## config.mk

```make
export PLATFORM = sky130hd
export DESIGN_NAME = mccu_cfg_regs
export DESIGN_NICKNAME = d
export VERILOG_FILES = /design/src/rtl/mccu_cfg_pkg.sv /design/src/rtl/mccu_cfg_decode.sv /design/src/rtl/mccu_cfg_regs.sv
export SDC_FILE = /design/constraint.sdc
export NUM_CORES = 1
export LEC_CHECK = 0
export CORE_MARGIN = 2
export CORE_UTILIZATION = 44
export DETAILED_ROUTE_END_ITERATION = 12
export PLACE_DENSITY_LB_ADDON = 0.25
export SLEW_MARGIN = 20
export SYNTH_ARGS = -nofsm -noshare
export SYNTH_HDL_FRONTEND = slang
export SYNTH_SLANG_ARGS = --single-unit
```

## constraint.sdc

```tcl
create_clock -name clk_i -period 6.35 [get_ports clk_i]
set_input_delay 1.27 -clock clk_i [delete_from_list [all_inputs] [get_ports clk_i]]
set_output_delay 1.27 -clock clk_i [all_outputs]
set_load 0.01 [all_outputs]
```

## src/rtl/mccu_cfg_pkg.sv

```systemverilog
// mccu_cfg_pkg: shared definitions for the MCCU configuration register block.
//   - byte offsets of the register map
//   - CTRL bit positions
//   - request/response FSM state encoding
package mccu_cfg_pkg;

  localparam logic [31:0] ADDR_CTRL       = 32'h00;
  localparam logic [31:0] ADDR_IRQ_STATUS = 32'h04;
  localparam logic [31:0] ADDR_IRQ_MASK   = 32'h08;
  localparam logic [31:0] QUOTA_BASE      = 32'h10;
  localparam logic [31:0] WEIGHT_BASE     = 32'h40;

  localparam int unsigned CTRL_EN_BIT     = 0;
  localparam int unsigned CTRL_COMMIT_BIT = 1;

  typedef enum logic [0:0] {
    IDLE,
    RESP
  } state_t;

endpackage

```

## src/rtl/mccu_cfg_decode.sv

```systemverilog
// mccu_cfg_decode: combinational address decoder for mccu_cfg_regs.
// Ports:
//   addr_i        byte address of the current request
//   sel_ctrl_o    CTRL register hit
//   sel_stat_o    IRQ_STATUS register hit
//   sel_mask_o    IRQ_MASK register hit
//   sel_quota_o   QUOTA[core_idx_o] hit
//   core_idx_o    quota core index
//   sel_weight_o  WEIGHT[weight_idx_o] hit (flat index c*CORE_EVENTS+e)
//   weight_idx_o  flat weight index
//   err_o         misaligned or unmapped address
module mccu_cfg_decode
  import mccu_cfg_pkg::*;
#(
  parameter int unsigned ADDR_WIDTH  = 8,
  parameter int unsigned N_CORES     = 2,
  parameter int unsigned CORE_EVENTS = 4
) (
  input  logic [ADDR_WIDTH-1:0] addr_i,
  output logic                  sel_ctrl_o,
  output logic                  sel_stat_o,
  output logic                  sel_mask_o,
  output logic                  sel_quota_o,
  output logic [3:0]            core_idx_o,
  output logic                  sel_weight_o,
  output logic [5:0]            weight_idx_o,
  output logic                  err_o
);

  localparam int unsigned N_W = N_CORES * CORE_EVENTS;

  logic [31:0] addr_ext;
  logic [31:0] q_off;
  logic [31:0] w_off;
  logic        aligned;

  always_comb begin
    addr_ext     = 32'(addr_i);
    aligned      = (addr_ext[1:0] == 2'b00);
    q_off        = addr_ext - QUOTA_BASE;
    w_off        = addr_ext - WEIGHT_BASE;
    core_idx_o   = 4'(q_off >> 2);
    weight_idx_o = 6'(w_off >> 2);
    sel_ctrl_o   = aligned && (addr_ext == ADDR_CTRL);
    sel_stat_o   = aligned && (addr_ext == ADDR_IRQ_STATUS);
    sel_mask_o   = aligned && (addr_ext == ADDR_IRQ_MASK);
    sel_quota_o  = aligned && (addr_ext >= QUOTA_BASE) &&
                   (addr_ext < QUOTA_BASE + 32'(4 * N_CORES));
    sel_weight_o = aligned && (addr_ext >= WEIGHT_BASE) &&
                   (addr_ext < WEIGHT_BASE + 32'(4 * N_W));
    err_o        = !(sel_ctrl_o || sel_stat_o || sel_mask_o ||
                     sel_quota_o || sel_weight_o);
  end

endmodule

```

## src/rtl/mccu_cfg_regs.sv

```systemverilog
// mccu_cfg_regs: software register port for the MCCU.
// Owns per-core quota and per-event weight registers, the MCCU enable, and a
// sticky/maskable IRQ status aggregated into a single registered irq_o.
// Optional build macro MCCU_CFG_SHADOW_EN: quota/weight writes go to shadow
// registers, copied to the outputs atomically by a CTRL write with COMMIT=1.
// Ports:
//   clk_i, rst_i            clock, async active-high reset
//   req_valid_i/ready_o     request handshake (we, addr, wdata)
//   rsp_valid_o/ready_i     response handshake (rdata, err)
//   mccu_en_o               CTRL.EN
//   quota_o                 core c at [c*DATA_WIDTH +: DATA_WIDTH]
//   weights_o               weight c*CORE_EVENTS+e at [i*WEIGHTS_WIDTH +: WEIGHTS_WIDTH]
//   mccu_irq_i              per-core level interrupts from the MCCU
//   irq_o                   |(IRQ_STATUS & IRQ_MASK), registered
module mccu_cfg_regs
  import mccu_cfg_pkg::*;
#(
  parameter int unsigned DATA_WIDTH    = 32,
  parameter int unsigned WEIGHTS_WIDTH = 10,
  parameter int unsigned N_CORES       = 2,
  parameter int unsigned CORE_EVENTS   = 4,
  parameter int unsigned ADDR_WIDTH    = 8
) (
  input  logic                                    clk_i,
  input  logic                                    rst_i,
  input  logic                                    req_valid_i,
  output logic                                    req_ready_o,
  input  logic                                    req_we_i,
  input  logic [ADDR_WIDTH-1:0]                   req_addr_i,
  input  logic [DATA_WIDTH-1:0]                   req_wdata_i,
  output logic                                    rsp_valid_o,
  input  logic                                    rsp_ready_i,
  output logic [DATA_WIDTH-1:0]                   rsp_rdata_o,
  output logic                                    rsp_err_o,
  output logic                                    mccu_en_o,
  output logic [N_CORES*DATA_WIDTH-1:0]           quota_o,
  output logic [N_CORES*CORE_EVENTS*WEIGHTS_WIDTH-1:0] weights_o,
  input  logic [N_CORES-1:0]                      mccu_irq_i,
  output logic                                    irq_o
);

  localparam int unsigned N_W = N_CORES * CORE_EVENTS;

  state_t state_q, state_nxt;

  logic                     dec_sel_ctrl, dec_sel_stat, dec_sel_mask;
  logic                     dec_sel_quota, dec_sel_weight, dec_err;
  logic [3:0]               dec_core;
  logic [5:0]               dec_widx;

  logic                     accept, wr_ok;
  logic [DATA_WIDTH-1:0]    rd_data;
  logic [N_CORES-1:0]       stat_clr;

  logic                     en_q;
  logic [N_CORES-1:0]       status_q, mask_q;
  logic                     irq_q;
  logic [DATA_WIDTH-1:0]    rsp_rdata_q;
  logic                     rsp_err_q;
  logic [DATA_WIDTH-1:0]    quota_q  [N_CORES];
  logic [WEIGHTS_WIDTH-1:0] weight_q [N_W];
`ifdef MCCU_CFG_SHADOW_EN
  logic [DATA_WIDTH-1:0]    quota_sh  [N_CORES];
  logic [WEIGHTS_WIDTH-1:0] weight_sh [N_W];
`endif

  mccu_cfg_decode #(
    .ADDR_WIDTH  (ADDR_WIDTH),
    .N_CORES     (N_CORES),
    .CORE_EVENTS (CORE_EVENTS)
  ) u_decode (
    .addr_i       (req_addr_i),
    .sel_ctrl_o   (dec_sel_ctrl),
    .sel_stat_o   (dec_sel_stat),
    .sel_mask_o   (dec_sel_mask),
    .sel_quota_o  (dec_sel_quota),
    .core_idx_o   (dec_core),
    .sel_weight_o (dec_sel_weight),
    .weight_idx_o (dec_widx),
    .err_o        (dec_err)
  );

  // ready is gated by rst_i so it reads 0 while reset is asserted
  always_comb begin
    state_nxt   = state_q;
    req_ready_o = 1'b0;
    rsp_valid_o = 1'b0;
    case (state_q)
      IDLE: begin
        req_ready_o = !rst_i;
        if (req_valid_i && !rst_i) state_nxt = RESP;
      end
      RESP: begin
        rsp_valid_o = 1'b1;
        if (rsp_ready_i) state_nxt = IDLE;
      end
      default: state_nxt = IDLE;
    endcase
  end

  always_ff @(posedge clk_i or posedge rst_i) begin
    if (rst_i) state_q <= IDLE;
    else       state_q <= state_nxt;
  end

  always_comb begin
    accept   = req_valid_i && req_ready_o;
    wr_ok    = accept && req_we_i && !dec_err;
    stat_clr = (wr_ok && dec_sel_stat) ? req_wdata_i[N_CORES-1:0] : '0;
  end

  always_comb begin
    rd_data = '0;
    if (dec_sel_ctrl) rd_data[CTRL_EN_BIT] = en_q;
    if (dec_sel_stat) rd_data = DATA_WIDTH'(status_q);
    if (dec_sel_mask) rd_data = DATA_WIDTH'(mask_q);
    if (dec_sel_quota) begin
      for (int unsigned c = 0; c < N_CORES; c++) begin
`ifdef MCCU_CFG_SHADOW_EN
        if (32'(dec_core) == c) rd_data = quota_sh[c];
`else
        if (32'(dec_core) == c) rd_data = quota_q[c];
`endif
      end
    end
    if (dec_sel_weight) begin
      for (int unsigned i = 0; i < N_W; i++) begin
`ifdef MCCU_CFG_SHADOW_EN
        if (32'(dec_widx) == i) rd_data = DATA_WIDTH'(weight_sh[i]);
`else
        if (32'(dec_widx) == i) rd_data = DATA_WIDTH'(weight_q[i]);
`endif
      end
    end
  end

  always_ff @(posedge clk_i or posedge rst_i) begin
    if (rst_i) begin
      en_q        <= 1'b0;
      status_q    <= '0;
      mask_q      <= '0;
      irq_q       <= 1'b0;
      rsp_rdata_q <= '0;
      rsp_err_q   <= 1'b0;
      for (int unsigned c = 0; c < N_CORES; c++) quota_q[c] <= '0;
      for (int unsigned i = 0; i < N_W; i++) weight_q[i] <= '0;
`ifdef MCCU_CFG_SHADOW_EN
      for (int unsigned c = 0; c < N_CORES; c++) quota_sh[c] <= '0;
      for (int unsigned i = 0; i < N_W; i++) weight_sh[i] <= '0;
`endif
    end else begin
      // set is OR-ed after the clear so a simultaneous interrupt wins
      status_q <= (status_q & ~stat_clr) | mccu_irq_i;
      irq_q    <= |(status_q & mask_q);

      if (accept) begin
        rsp_rdata_q <= (req_we_i || dec_err) ? '0 : rd_data;
        rsp_err_q   <= dec_err;
      end

      if (wr_ok && dec_sel_mask) mask_q <= req_wdata_i[N_CORES-1:0];

      if (wr_ok && dec_sel_ctrl) begin
        en_q <= req_wdata_i[CTRL_EN_BIT];
`ifdef MCCU_CFG_SHADOW_EN
        if (req_wdata_i[CTRL_COMMIT_BIT]) begin
          for (int unsigned c = 0; c < N_CORES; c++) quota_q[c] <= quota_sh[c];
          for (int unsigned i = 0; i < N_W; i++) weight_q[i] <= weight_sh[i];
        end
`endif
      end

      for (int unsigned c = 0; c < N_CORES; c++) begin
        if (wr_ok && dec_sel_quota && (32'(dec_core) == c)) begin
`ifdef MCCU_CFG_SHADOW_EN
          quota_sh[c] <= req_wdata_i;
`else
          quota_q[c] <= req_wdata_i;
`endif
        end
      end

      for (int unsigned i = 0; i < N_W; i++) begin
        if (wr_ok && dec_sel_weight && (32'(dec_widx) == i)) begin
`ifdef MCCU_CFG_SHADOW_EN
          weight_sh[i] <= req_wdata_i[WEIGHTS_WIDTH-1:0];
`else
          weight_q[i] <= req_wdata_i[WEIGHTS_WIDTH-1:0];
`endif
        end
      end
    end
  end

  always_comb begin
    quota_o   = '0;
    weights_o = '0;
    for (int unsigned c = 0; c < N_CORES; c++)
      quota_o[c*DATA_WIDTH +: DATA_WIDTH] = quota_q[c];
    for (int unsigned i = 0; i < N_W; i++)
      weights_o[i*WEIGHTS_WIDTH +: WEIGHTS_WIDTH] = weight_q[i];
  end

  assign mccu_en_o   = en_q;
  assign irq_o       = irq_q;
  assign rsp_rdata_o = rsp_rdata_q;
  assign rsp_err_o   = rsp_err_q;

endmodule

```

==> results.py, run 1 <==
metrics = {
    "cells_and_area": {
        "fin_cells": 1115,
        "final_cell_mix": "226 x sky130_fd_sc_hd__clkdlybuf4s50_1, 184 x sky130_fd_sc_hd__dfrtp_1, 147 x sky130_fd_sc_hd__mux2_2",
        "nets": 916,
        "antennaDiodeCount": 0,
        "multi_input_area_mm2": 0.003571,
        "layout.cells.most_common": "sky130_fd_sc_hd__clkdlybuf4s50_1",
        "area_grow_syn2layout_pct": 36.19,
        "post_route_cells_drive_above_1_share_pct": 23.27,
        "filler_cells": 1479,
        "register_area_mm2": 0.004604,
    },
    "die": {
        "pin_count": 228,
        "core_mm2": 0.01871,
        "die-height_um": 142.1,
        "row_count": 50,
        "design.die.area_mm2": 0.02018,
        "die-width_um": 142.1,
        "floorplan.initialDensity_pct": 44.84,
    },
    "global_route": {
        "grt_max_degree": 105,
        "globalRouteOverflowTotal": 0,
        "grtUsageTotal_pct": 26.24,
        "via_count_of_the_first_global_routing_pass": 6686,
        "wire_length_of_the_first_global_routing_pass_um": 39880,
        "grt_antenna_before_repair": 0,
    },
    "clocking": {
        "post_cts_sizing": 0,
        "clkTransAtPathRegs_ns": 0.07,
        "htree_num_levels": 4,
        "cts_buffers": 17,
        "cts-hold-fix-buffers": 0,
        "clk_latency_ns": 0.43,
        "clockRootBuffer": "sky130_fd_sc_hd__clkbuf_16",
        "maximum_clock_path_buffer_count": 2,
        "cts.repair_timing.setup_buffer_count": 0,
        "tritoncts_clock_tree": "yes",
        "numClockSinks": 184,
    },
    "power": {
        "switching_power_uw": 556.6,
        "share_seq_of_total_power_pct": 49.0,
        "power.combinational.fraction_pct": 5.9,
        "sw_frac_of_total_pct": 23.09,
        "total_leakage_power_nw": 5.100,
        "power.total_mw": 2.410,
        "vdd_ir_drop_max_mv": 0.1813,
        "internal_power_mw": 1.854,
        "power_per_cell_area_mw_per_mm2": 211.0,
        "p_clk_share_pct": 45.1,
    },
    "synth": {
        "synth.yosys.warnings": 0,
        "async_set_reset_flop_share_out_of_synthesis_pct": 100.0,
        "synth_top_cell_area_share_pct": 54.89,
        "synthesis.instances": 665,
        "synth-edff-count": 0,
        "postSynthNetCount": 712,
        "netlist.top_cell.by_area": "sky130_fd_sc_hd__dfrtp_1",
        "synthesis.area_per_instance_um2": 12.61,
        "ys_seq_elements": 184,
        "synth_area_mm2": 0.008388,
        "ys_seq_area_share_pct": 54.89,
        "ys_top_cells_by_area": "sky130_fd_sc_hd__dfrtp_1 55%, sky130_fd_sc_hd__mux2_2 20%, sky130_fd_sc_hd__mux2i_1 2.5%, sky130_fd_sc_hd__o21ai_0 2.4%, sky130_fd_sc_hd__nand2_1 2.4%",
        "post_synth_top_flop": "sky130_fd_sc_hd__dfrtp_1",
        "post_synth_num_cell_types": 68,
    },
    "detailed_routing": {
        "wirelength_met1_um": 10910,
        "drtAntennaViolNets": 0,
        "top_signal_layer_used": "met4",
        "total_met2_wirelength_after_detailed_routing_um": 12730,
        "dr.first_iter.drc_count": 710,
        "finalWirelength_um": 26180,
        "drcViolationCount": 0,
        "wl_per_cell_um": 23.48,
        "vias_per_cell": 5.869,
        "drtPass1Iterations": 5,
        "dr_total_vias": 6544,
        "met3_wirelength_um": 1835,
    },
    "sta": {
        "finalHoldViolations": 0,
        "maxSlewViolCount": 0,
        "worst_clock_skew_ns": 0.009408,
        "slew_headroom_pct": 25.57,
        "fmax_ghz": 0.2465,
        "rsz_0062_raised_after_global_routing": "false",
        "finalCriticalPeriod_ns": 4.057,
        "fin_tns_setup_ns": 0,
        "worst_hold_slack_ns": 0.4823,
        "finalCritPeriodShare_pct": 63.89,
        "setup_viol": 0,
        "tightestPinTransition_ns": 1.101,
    },
    "setup_path": {
        "critPathArrivalTime_ns": 4.42,
        "worst_path_largest_cell_delay_ns": 1.00,
        "crit_type": "in -> reg",
        "worst_ep_required_time_ns": 6.72,
        "r2r.worst_path.cells": 4,
        "worst-path-max-fanout": 29,
        "startpoint_type": "primary input",
        "worst_path_max_delay_cell": "sky130_fd_sc_hd__nor4b_1",
        "crit_path_capture_type": "flip-flop",
        "worstPathCellList": "clkdlybuf4s50_1 -> nor4b_1 -> nand2_1 -> o31ai_1 -> a31o_2",
    },
    "placement": {
        "gpl.final_weighted_congestion": 0.8859,
        "hpwlAfterDp_um": 18280,
        "placedCellCount": 1084,
        "count_of_port_buffers_added_during_placement": 227,
    },
    "status": {
        "status": "finished clean",
    },
    "flow_run": {
        "cap_viol_max_count": 0,
    },
    "min_path": {
        "path_class_of_the_lowest_slack_min_delay_path": "reg -> reg",
        "hold-path-cell-count": 2,
    },
}
==> cell usage after synthesis (2+ instances only) <==
library cell and count:
sky130_fd_sc_hd__buf_1 11, sky130_fd_sc_hd__nor4_1 3, sky130_fd_sc_hd__nor3_1 7, sky130_fd_sc_hd__clkbuf_1 20, sky130_fd_sc_hd__inv_1 5, sky130_fd_sc_hd__a211oi_1 4
sky130_fd_sc_hd__nor2b_1 6, sky130_fd_sc_hd__nand2b_1 4, sky130_fd_sc_hd__and2_1 3, sky130_fd_sc_hd__and3_1 4, sky130_fd_sc_hd__nand2_1 54, sky130_fd_sc_hd__mux2_1 4
sky130_fd_sc_hd__a22oi_1 26, sky130_fd_sc_hd__dfrtp_1 184, sky130_fd_sc_hd__nand4_2 2, sky130_fd_sc_hd__a31o_1 3, sky130_fd_sc_hd__a21o_1 2, sky130_fd_sc_hd__nor2_1 14
sky130_fd_sc_hd__a22o_1 2, sky130_fd_sc_hd__nor3_4 2, sky130_fd_sc_hd__o22ai_1 3, sky130_fd_sc_hd__a21oi_1 6, sky130_fd_sc_hd__o22a_1 4, sky130_fd_sc_hd__mux2i_1 21
sky130_fd_sc_hd__o211ai_1 5, sky130_fd_sc_hd__o21ai_0 41, sky130_fd_sc_hd__buf_2 18, sky130_fd_sc_hd__nand3_1 5, sky130_fd_sc_hd__mux4_2 4, sky130_fd_sc_hd__a2bb2oi_1 5
sky130_fd_sc_hd__mux2_2 147, sky130_fd_sc_hd__a221oi_1 4, sky130_fd_sc_hd__a32oi_1 6, sky130_fd_sc_hd__nor4b_2 2
==> per-stage QoR <==
stage	setup slack, ns	area [µm²]	util [%]
after floorplan	0.07963	8388	-
after global placement	2.049	10820	57.86
after detailed placement	1.936	10820	57.86
after CTS	2.366	11420	61.07
after global routing	2.153	11420	61.07
final	2.293	11420	61.07
==> cell families (layout without fill, tap and decap cells) <==
kind of cell,Yosys count,count (layout),share of synthesized area [%]
flip-flops,184,184,54.89
multiplexers,176,176,23.85
AO/OA/AOI/OAI,125,125,10.26
AND/OR/NAND/NOR,124,124,8.174
buffers and inverters,56,272,2.819
==> worst max-delay path, delay by kind of cell <==
family	cells	cell delay [ns]
AO/OA/AOI/OAI	2	0.68
buffers and inverters	1	0.55
AND/OR/NAND/NOR	2	1.91
==> per-layer routing <==
layer  up-vias  global-route usage (%)
li1       2862                       -
met1      3314                   35.77
met2       310                   42.16
met3        58                   5.148
met4         0                   9.158
met5         -                       0
==> power groups by stage <==
stage	clock network [mW]	logic, mW	registers (mW)
after floorplan	0	0.0693	1.20
after global placement	0	0.140	1.20
after detailed placement	0	0.142	1.20
after CTS	1.10	0.143	1.18
after global routing	1.16	0.154	1.18
final	1.09	0.142	1.18
==> sequential cells by signal, summed over array words and instances (netlist names) <==
register and count:
state_q 1, rsp_err_o 1, rsp_rdata_o 32, weights_o 80
mccu_en_o 1, irq_o 1, status_q 2, quota_o 64
mask_q 2
==> worst paths after layout <==
check / from / end / slack [ns]
max in group asynchronous: rst_i / quota_o[38] / 3.65
worst min register to register: rsp_rdata_o[20] / rsp_rdata_o[20] / 0.48
min in group asynchronous: rst_i / quota_o[20] / 1.61
worst max-delay path: req_we_i / rsp_rdata_o[6] / 2.29
worst min-delay path: rsp_rdata_o[20] / rsp_rdata_o[20] / 0.48
worst max register to register: state_q / rsp_rdata_o[6] / 3.29
==> cell type report <==
cell class / instances / share of cell area [%]
sequential: 184 / 40.31
multi-input combinational: 425 / 31.26
timing repair buffer: 235 / 20.37
clock buffer: 18 / 3.757
tap: 234 / 2.563
clock inverter: 13 / 1.501
inverter: 6 / 0.2410
Note: power is estimated with default switching activity, not from simulation.
==> run 2: changes to the inputs <==
==> constraint.sdc (replaced) <==
create_clock -name clk_i -period 3.52 [get_ports clk_i]
set_input_delay 0.704 -clock clk_i [delete_from_list [all_inputs] [get_ports clk_i]]
set_output_delay 0.704 -clock clk_i [all_outputs]
set_load 0.01 [all_outputs]
==> run 2 against run 1 <==
Compared with the run above: critical path depth is 2 higher; first-iteration DRC count is 42% lower; setup slack worse by 1.8 ns; clock skew is 0.0019 ns higher; die area stayed put; cell count is 2.2% higher; combinational power is 94% higher; global-route usage is 0.45 points higher; design area is 2.1% higher; register-to-register slack worse by 2.0 ns; critical path type unchanged; highest routed layer unchanged.
==> results.py, run 2 (synthesized netlist as in run 1, its figures left out) <==
metrics = {
    "sta": {
        "setup_slack_ns": 0.5158,
        "fin_tns_setup_ns": 0,
        "fmax_ghz": 0.3329,
        "finalCritPeriodShare_pct": 85.35,
        "maxSlewViolCount": 0,
        "rsz_0062_raised_after_global_routing": "false",
        "finalHoldViolations": 0,
        "tightestPinTransition_ns": 0.9021,
        "setup_viol": 0,
        "worst_clock_skew_ns": 0.01126,
        "finalCriticalPeriod_ns": 3.004,
        "slew_headroom_pct": 39.74,
        "worst_hold_slack_ns": 0.4816,
    },
    "setup_path": {
        "crit-reg2reg-launch": "state_q",
        "r2r.worst_path.cells": 4,
        "startpoint_type": "primary input",
        "setup.worst_path.end": "rsp_rdata_o[3]",
        "regToRegSetupSlack_ns": 1.25,
        "crit_path_capture_type": "flip-flop",
        "worst_ep_required_time_ns": 3.89,
        "crit_type": "in -> reg",
        "critPathArrivalTime_ns": 3.37,
        "worstSetupStartpoint": "req_addr_i[4]",
        "reg2reg_capture_point": "weights_o[71]",
        "worst-path-max-fanout": 9,
    },
    "clocking": {
        "clkTransAtPathRegs_ns": 0.07,
        "numClockSinks": 184,
        "clk_latency_ns": 0.43,
        "cts_buffers": 17,
        "cts.repair_timing.setup_buffer_count": 0,
        "post_cts_sizing": 0,
        "clockRootBuffer": "sky130_fd_sc_hd__clkbuf_16",
        "tritoncts_clock_tree": "yes",
        "htree_num_levels": 4,
        "cts-hold-fix-buffers": 0,
        "maximum_clock_path_buffer_count": 2,
    },
    "power": {
        "power_per_cell_area_mw_per_mm2": 370.8,
        "vdd_ir_drop_max_mv": 0.3365,
        "total_leakage_power_nw": 5.237,
        "power.total_mw": 4.324,
    },
    "die": {
        "die-width_um": 142.1,
        "core_mm2": 0.01871,
        "pin_count": 228,
        "row_count": 50,
        "die-height_um": 142.1,
        "floorplan.initialDensity_pct": 44.84,
        "design.die.area_mm2": 0.02018,
    },
    "cells_and_area": {
        "antennaDiodeCount": 0,
        "nets": 940,
        "fin_cells": 1140,
        "final_cell_mix": "226 x sky130_fd_sc_hd__clkdlybuf4s50_1, 184 x sky130_fd_sc_hd__dfrtp_1, 147 x sky130_fd_sc_hd__mux2_2",
        "layout.cells.most_common": "sky130_fd_sc_hd__clkdlybuf4s50_1",
        "fin_util_pct": 62.35,
        "area_grow_syn2layout_pct": 39.05,
        "final_area_mm2": 0.01166,
        "post_route_cells_drive_above_1_share_pct": 25.28,
        "largest_reg_flops": 80,
    },
    "min_path": {
        "path_class_of_the_lowest_slack_min_delay_path": "reg -> reg",
    },
    "global_route": {
        "grt_antenna_before_repair": 0,
        "wire_length_of_the_first_global_routing_pass_um": 40650,
        "grt_max_degree": 55,
        "globalRouteOverflowTotal": 0,
        "grtUsageTotal_pct": 26.69,
        "via_count_of_the_first_global_routing_pass": 6924,
    },
    "placement": {
        "placedCellCount": 1108,
        "count_of_port_buffers_added_during_placement": 227,
        "place_ws_ns": 0.2015,
        "detailed_place.area_mm2": 0.01108,
        "hpwlAfterDp_um": 18860,
        "gpl.final_weighted_congestion": 0.8636,
    },
    "detailed_routing": {
        "finalWirelength_um": 26650,
        "wl_per_cell_um": 23.38,
        "drtPass1Iterations": 4,
        "drtAntennaViolNets": 0,
        "dr.first_iter.drc_count": 412,
        "dr_total_vias": 6571,
        "vias_per_cell": 5.764,
        "drcViolationCount": 0,
    },
    "flow_run": {
        "cap_viol_max_count": 0,
    },
    "status": {
        "status": "finished clean",
    },
}
-- run 2: worst max-delay path: stages --
cell and delay, ns:
sky130_fd_sc_hd__clkdlybuf4s50_1 0.65, sky130_fd_sc_hd__or3b_1 0.49, sky130_fd_sc_hd__buf_4 0.22, sky130_fd_sc_hd__or2_1 0.42, sky130_fd_sc_hd__o22a_1 0.28, sky130_fd_sc_hd__o21ai_0 0.38
sky130_fd_sc_hd__a22o_1 0.21
-- run 2: worst min path at each step --
stage	from	slack [ns]	cells past startpoint	to
after CTS	rsp_rdata_o[10]	0.49	2	rsp_rdata_o[10]
after floorplan	status_q[0]	0.47	1	status_q[0]
final	rsp_rdata_o[16]	0.48	2	rsp_rdata_o[16]
after detailed placement	rsp_rdata_o[10]	0.47	2	rsp_rdata_o[10]
after global placement	rsp_rdata_o[27]	0.46	2	rsp_rdata_o[27]
after global routing	rsp_rdata_o[16]	0.51	2	rsp_rdata_o[16]
-- run 2: final cells by class --
type	count	area, µm²
Clock buffer	20	446.7
Tap cell	234	292.8
Inverter	6	26.28
Clock inverter	12	140.1
Multi-Input combinational cell	425	3571
Sequential cell	184	4604
Timing Repair Buffer	259	2582
Fill cell	1453	7042
-- run 2: routing by layer --
metal	GRT usage [%]	share of wire [%]
met1	35.86	42
met2	42.64	48
met3	4.913	5.6
met4	11.53	3.6
met5	0	0
-- run 2: report_power, final --
part	leakage [nW]	total, mW	switching, mW	internal (mW)
clock network	0.284	1.92	0.840	1.08
logic	2.40	0.276	0.165	0.111
registers	2.56	2.13	0.00834	2.12
total	5.24	4.32	1.01	3.31
==> RTL edit 1: new RTL, config.mk and constraints of run 1 <==
The parameter `WEIGHTS_WIDTH` goes from 10 to 9.
--- a/src/rtl/mccu_cfg_regs.sv
+++ b/src/rtl/mccu_cfg_regs.sv
@@ -16,7 +16,7 @@
   import mccu_cfg_pkg::*;
 #(
   parameter int unsigned DATA_WIDTH    = 32,
-  parameter int unsigned WEIGHTS_WIDTH = 10,
+  parameter int unsigned WEIGHTS_WIDTH = 9,
   parameter int unsigned N_CORES       = 2,
   parameter int unsigned CORE_EVENTS   = 4,
   parameter int unsigned ADDR_WIDTH    = 8
Interface: changed (resized weights_o); port bits go from 228 to 220. The function was not compared with the original's and may differ.
==> RTL edit 1 against run 1 <==
Worst setup slack got worse by 260 ps; wire length fell by 7.2%; die area fell by 3.1%; sequential cell count fell by 8; cell area fell by 3.3%; sequential share of layout area fell by 0.42 points; total power fell by 5.1%; area after synthesis fell by 3.2%.
==> RTL edit 1: results (changes against run 1) <==
The fraction of post-synthesis cell area in the top cell type by area came out at 54.2% (-0.66 points). The run gives 1700 µW (-8.3%) as the total internal power. For the global-route wire length before repair, the log shows 38.0 mm (-4.7%). The tools report the peak supply drop as 0.211 mV (+16%).

The count of nets after finishing was 877 (-4.3%); the HPWL after detailed placement was 16.9 mm (-7.7%). The run finished with clean final reports. Worst clock skew: 7.39 ps (-2.01 ps). The average wire per standard cell was 22.7 µm (-3.5%); the quantity of I/O buffers inserted on ports was 219 (-3.5%). The setup slack of the most critical reg-to-reg path is 3600 ps (+310 ps), and the fraction of synthesized area in multiplexers is 23.3% (-0.56 points).

The maximum fanout along the worst path was 13 (-55%); the cell area after placement was 0.0105 mm² (-3.3%). The total via count after detailed routing is 6,285 (-4.0%), and the ratio of cells with drive above 1 in the final layout is 24.7% (+1.4 points). The number of global-route vias before repair was 6,458 (-3.4%); the data arrival time of the critical path was 4630 ps (+210 ps). Ranked by instance count, the synthesized netlist is headed by sky130_fd_sc_hd__dfrtp_1 (176), sky130_fd_sc_hd__mux2_2 (122), sky130_fd_sc_hd__o21ai_0 (43). The count of distinct cell types in the synthesized netlist was 65 (-4.4%). Post-synthesis compound-gate area fraction: 10.6% (+0.31 points). The flip-flop count of the largest register after layout works out to 72 (-10%). Sequential cell area fraction in the yosys report: 54.2% (-0.66 points). The run gives 25.2% (-1.1 points) as the total global-route track usage.

The average cell area after synthesis was 12.8 µm² (+1.7%). The tools report the post-placement worst setup slack as 1650 ps (-288 ps). The net count after synthesis came out at 680 (-4.5%).

The share of the clock period used by the worst path came out at 67.9% (+4.0 points). The largest net degree at the start of global routing is 87 (-17%), and the share of total power in sequential cells is 49.3% (+0.3 points). The buffers inserted during post-CTS setup optimization is 0 (unchanged), and the worst-margin pin slew is 1000 ps (-96.1 ps). The static power due to leakage is 0.00492 µW (-3.5%), and the sequential cell power is 1130 µW (-4%). The first-pass iteration count of the detailed router is 6 (+1), and the delay of the slowest critical-path stage is 960 ps (-40 ps).

The placer's final routability congestion estimate was 0.851 (-3.9%); the clock group power was 1010 µW (-7%). Cell total after placement: 1,040 (-4.1%). The slowest stage of the critical path is the sky130_fd_sc_hd__nor4bb_2 cell. Number of DRC markers in iteration 0: 422 (-41%). The tools report the worst hold slack after final layout as 485 ps (+2.58 ps).

By area the synthesized netlist is led by sky130_fd_sc_hd__dfrtp_1 (54%), sky130_fd_sc_hd__mux2_2 (17%), sky130_fd_sc_hd__mux2_4 (3.3%).
[RTL edit 1: changes by cell type after synthesis, moves of 5 or more]
cell / run 1 / this run
sky130_fd_sc_hd__a2bb2oi_1: 5 / 0
sky130_fd_sc_hd__nand2_1: 54 / 41
sky130_fd_sc_hd__mux2_4: 0 / 18
sky130_fd_sc_hd__mux2i_1: 21 / 9
sky130_fd_sc_hd__nor2b_1: 6 / 1
sky130_fd_sc_hd__mux2_2: 147 / 122
sky130_fd_sc_hd__dfrtp_1: 184 / 176
sky130_fd_sc_hd__o221ai_1: 1 / 9
[RTL edit 1: layer usage]
layer / part of all wire, % / global-route usage, %
met1: 41 / 33.7
met2: 50 / 40.7
met3: 6.2 / 5.06
met4: 2.9 / 9.37
met5: 0 / 0
[RTL edit 1: final timing paths]
path / start / to / cells past startpoint
max: req_addr_i[4] / weights_o[58] / 6
min: rsp_rdata_o[23] / rsp_rdata_o[23] / 2
max reg2reg: state_q / rsp_rdata_o[4] / 5
min reg2reg: rsp_rdata_o[23] / rsp_rdata_o[23] / 2
max in group asynchronous: rst_i / weights_o[65] / 3
min in group asynchronous: rst_i / rsp_rdata_o[29] / 2
[RTL edit 1: layout make-up]
| type | count | area (µm²) |
|---|---|---|
| clock buffers | 17 | 425 |
| clock inverters | 15 | 144 |
| fillers | 1439 | 6980 |
| inverters | 5 | 23.8 |
| multi-input cells | 403 | 3510 |
| flip-flops and latches | 176 | 4400 |
| well taps | 229 | 287 |
| repair buffers | 227 | 2250 |
[RTL edit 1: cell families after synthesis]
kind of cell           after synthesis
buffers and inverters               54
AND/OR/NAND/NOR                    114
AO/OA/AOI/OAI                      129
flip-flops                         176
multiplexers                       160
[RTL edit 1: worst max-delay path, delay by kind of cell]
family	cells	cell delay, ps
and+or+nand+nor	3	1890
buffers and inverters	2	1050
muxes	1	410
==> RTL edit 2: new RTL, settings of run 1 <==
Without the edit above. Register the output `rsp_err_o` once more; this adds one clock of latency there. The other outputs are not delayed to match.
--- a/src/rtl/mccu_cfg_regs.sv
+++ b/src/rtl/mccu_cfg_regs.sv
@@ -204,7 +204,9 @@
   assign mccu_en_o   = en_q;
   assign irq_o       = irq_q;
   assign rsp_rdata_o = rsp_rdata_q;
-  assign rsp_err_o   = rsp_err_q;
+  always_ff @(posedge clk_i) begin
+    rsp_err_o <= rsp_err_q;
+  end
 
 endmodule
 
Function: changed (Yosys sat finds a counterexample within 4 cycles, from zero or initial values and one cycle with rst_i high).
==> RTL edit 2 against run 1 <==
Sequential share of layout area is 0.21 points higher; synthesized cell count is 0.15% higher; clock power is 6% lower; total power is 2.3% lower; worst setup slack better by 150 ps; maximum frequency is 3.9% higher; sequential cell count is 1 higher; cell area hardly changed; wire length is 1.8% higher; area after synthesis is 0.24% higher; register-to-register slack better by 210 ps; largest power group unchanged; highest routed layer unchanged.
==> RTL edit 2: results (changes against run 1) <==
For the worst clock skew, the log shows 6.66 ps (-2.75 ps). The run gives 548 (-23%) as the number of DRC markers in iteration 0. Post-synthesis async set-or-reset flop share: 99.5% (-0.54 points).

The later pin in the worst-skew pair is clocked with a latency of 440 ps. The fraction of met2 tracks used by global routing came out at 43.0% (+0.81 points). The clock root buffer is sky130_fd_sc_hd__clkbuf_16.

For the static power due to leakage, the log shows 0.00510 µW (about the same). The flow ran to the end, and the final reports show no timing, DRC or antenna violations. The initial antenna violation count came out at 0 (unchanged). The worst-path cell with the longest stage delay was sky130_fd_sc_hd__nor3_2. Normalized max-slew margin: 23.7% (-1.9 points).

The net count after synthesis was 713 (+0.14%). Ranked by instance count, the synthesized netlist is headed by sky130_fd_sc_hd__dfrtp_1 (184), sky130_fd_sc_hd__mux2_2 (147), sky130_fd_sc_hd__nand2_1 (54). The cts-stage hold buffer count was 0 (unchanged); the average wire per standard cell was 23.8 µm (+1.5%). The total number of yosys warnings came out at 0 (unchanged). The peak supply drop was 0.193 mV (+6.6%); the delay of the slowest critical-path stage was 910 ps (-90 ps).

The logs give 918 (+0.22%) for the count of nets after finishing and 55.0% (+0.11 points) for the sequential cell area fraction in the yosys report. The run gives 78 (-26%) as the largest net degree at the start of global routing. The logs give 17 (unchanged) for the clock buffer count from CTS and 36.0% (+0.25 points) for the met1 track demand over resource. The tools report the HPWL after detailed placement as 18.5 mm (+1.0%).

Cell area after placement: 0.0109 mm² (+0.25%). The logs give 5.65% (+0.50 points) for the fraction of met3 tracks used by global routing and 0 (unchanged) for the number of gates given a new drive strength after cts. The path class of the tightest hold or removal check is flip-flop to flip-flop. The count of distinct cell types in the synthesized netlist is 69 (+1.5%), and the diode insertion count for antenna repair is 0 (unchanged).

On the critical path the largest part of the delay comes from simple AND/OR/NAND/NOR gates. For the placer's final routability congestion estimate, the log shows 0.913 (+3.0%). The first-pass iteration count of the detailed router was 5 (unchanged). For the total global-route track usage, the log shows 26.7% (+0.45 points). The number of vias per cell came out at 5.99 (+2.1%).

The ratio of cells with drive above 1 in the final layout was 23.5% (+0.26 points); the clock transition at the register clock pins on the worst setup and hold paths after CTS was 70 ps (about the same). The flip-flop count of the largest register after layout was 80 (unchanged); the buffers inserted during post-CTS setup optimization was 0 (unchanged). The number of global-route vias before repair is 6,848 (+2.4%), and the quantity of I/O buffers inserted on ports is 227 (unchanged).

The logs give 3500 ps (+210 ps) for the setup slack of the most critical reg-to-reg path and 4 (unchanged) for the H-tree level count. The maximum fanout along the worst path came out at 16 (-45%). By area the synthesized netlist is led by sky130_fd_sc_hd__dfrtp_1 (55%), sky130_fd_sc_hd__mux2_2 (20%), sky130_fd_sc_hd__mux2i_1 (2.5%). The run gives 2 (unchanged) as the buffer levels on the longest clock path. The tools report the global-route wire length before repair as 40.4 mm (+1.3%).
-- RTL edit 2: cell types whose count changed in the layout (fill, tap and decap cells not counted), sizes merged --
| cell | run 1 | this run |
|---|---|---|
| dfxtp | 0 | 1 |
| bufinv | 3 | 1 |
| clkinv | 7 | 10 |
| buf | 9 | 10 |
| clkinvlp | 1 | 2 |
| inv | 8 | 7 |
-- RTL edit 2: layout make-up --
cell class / count / area (µm²)
inverter: 6 / 27.5
clock buffer: 18 / 439
timing repair buffer: 236 / 2330
multi-input combinational: 425 / 3570
tap: 234 / 293
fill: 1498 / 7290
clock inverter: 14 / 125
sequential: 185 / 4620
-- RTL edit 2: stage by stage --
step / hold WS (ps) / total power, µW / setup WS, ps / instances
after floorplan: 347 / 1280 / 79.6 / 666
after global placement: 361 / 1350 / 2060 / 1086
after detailed placement: 361 / 1360 / 2090 / 1086
after CTS: 384 / 2370 / 2500 / 1118
after global routing: 402 / 2430 / 2350 / 1118
final: 378 / 2350 / 2440 / 1118
-- RTL edit 2: cells by family (layout without fill, tap and decap cells) --
logic type | after synthesis | count (layout) | share of synthesized area (%)
buf+inv | 56 | 274 | 2.81
flops | 185 | 185 | 55.0
compound gates | 125 | 125 | 10.2
simple gates | 124 | 124 | 8.15
mux | 176 | 176 | 23.8
-- RTL edit 2: report_power, final --
group / switching [µW] / internal [µW] / leakage (µW)
Clock: 468 / 552 / 0.000278
Combinational: 90.7 / 54.0 / 0.00226
Sequential: 5.05 / 1180 / 0.00257
Total: 564 / 1790 / 0.00510
-- RTL edit 2: per-layer routing --
layer  vias up  share of wire [%]
met5         -                  0
met4         0                2.3
met3        47                6.9
met2       323                 50
met1      3456                 41
li1       2872                  -
-- RTL edit 2: worst paths after layout --
kind	end	depth (start not counted)	startpoint
setup / recovery	weights_o[63]	5	req_addr_i[5]
min in group asynchronous	quota_o[40]	2	rst_i
hold / removal	rsp_err_o	0	rsp_err_q
hold reg to reg	rsp_err_o	0	rsp_err_q
setup reg to reg	rsp_rdata_o[6]	4	state_q
max in group asynchronous	quota_o[27]	3	rst_i
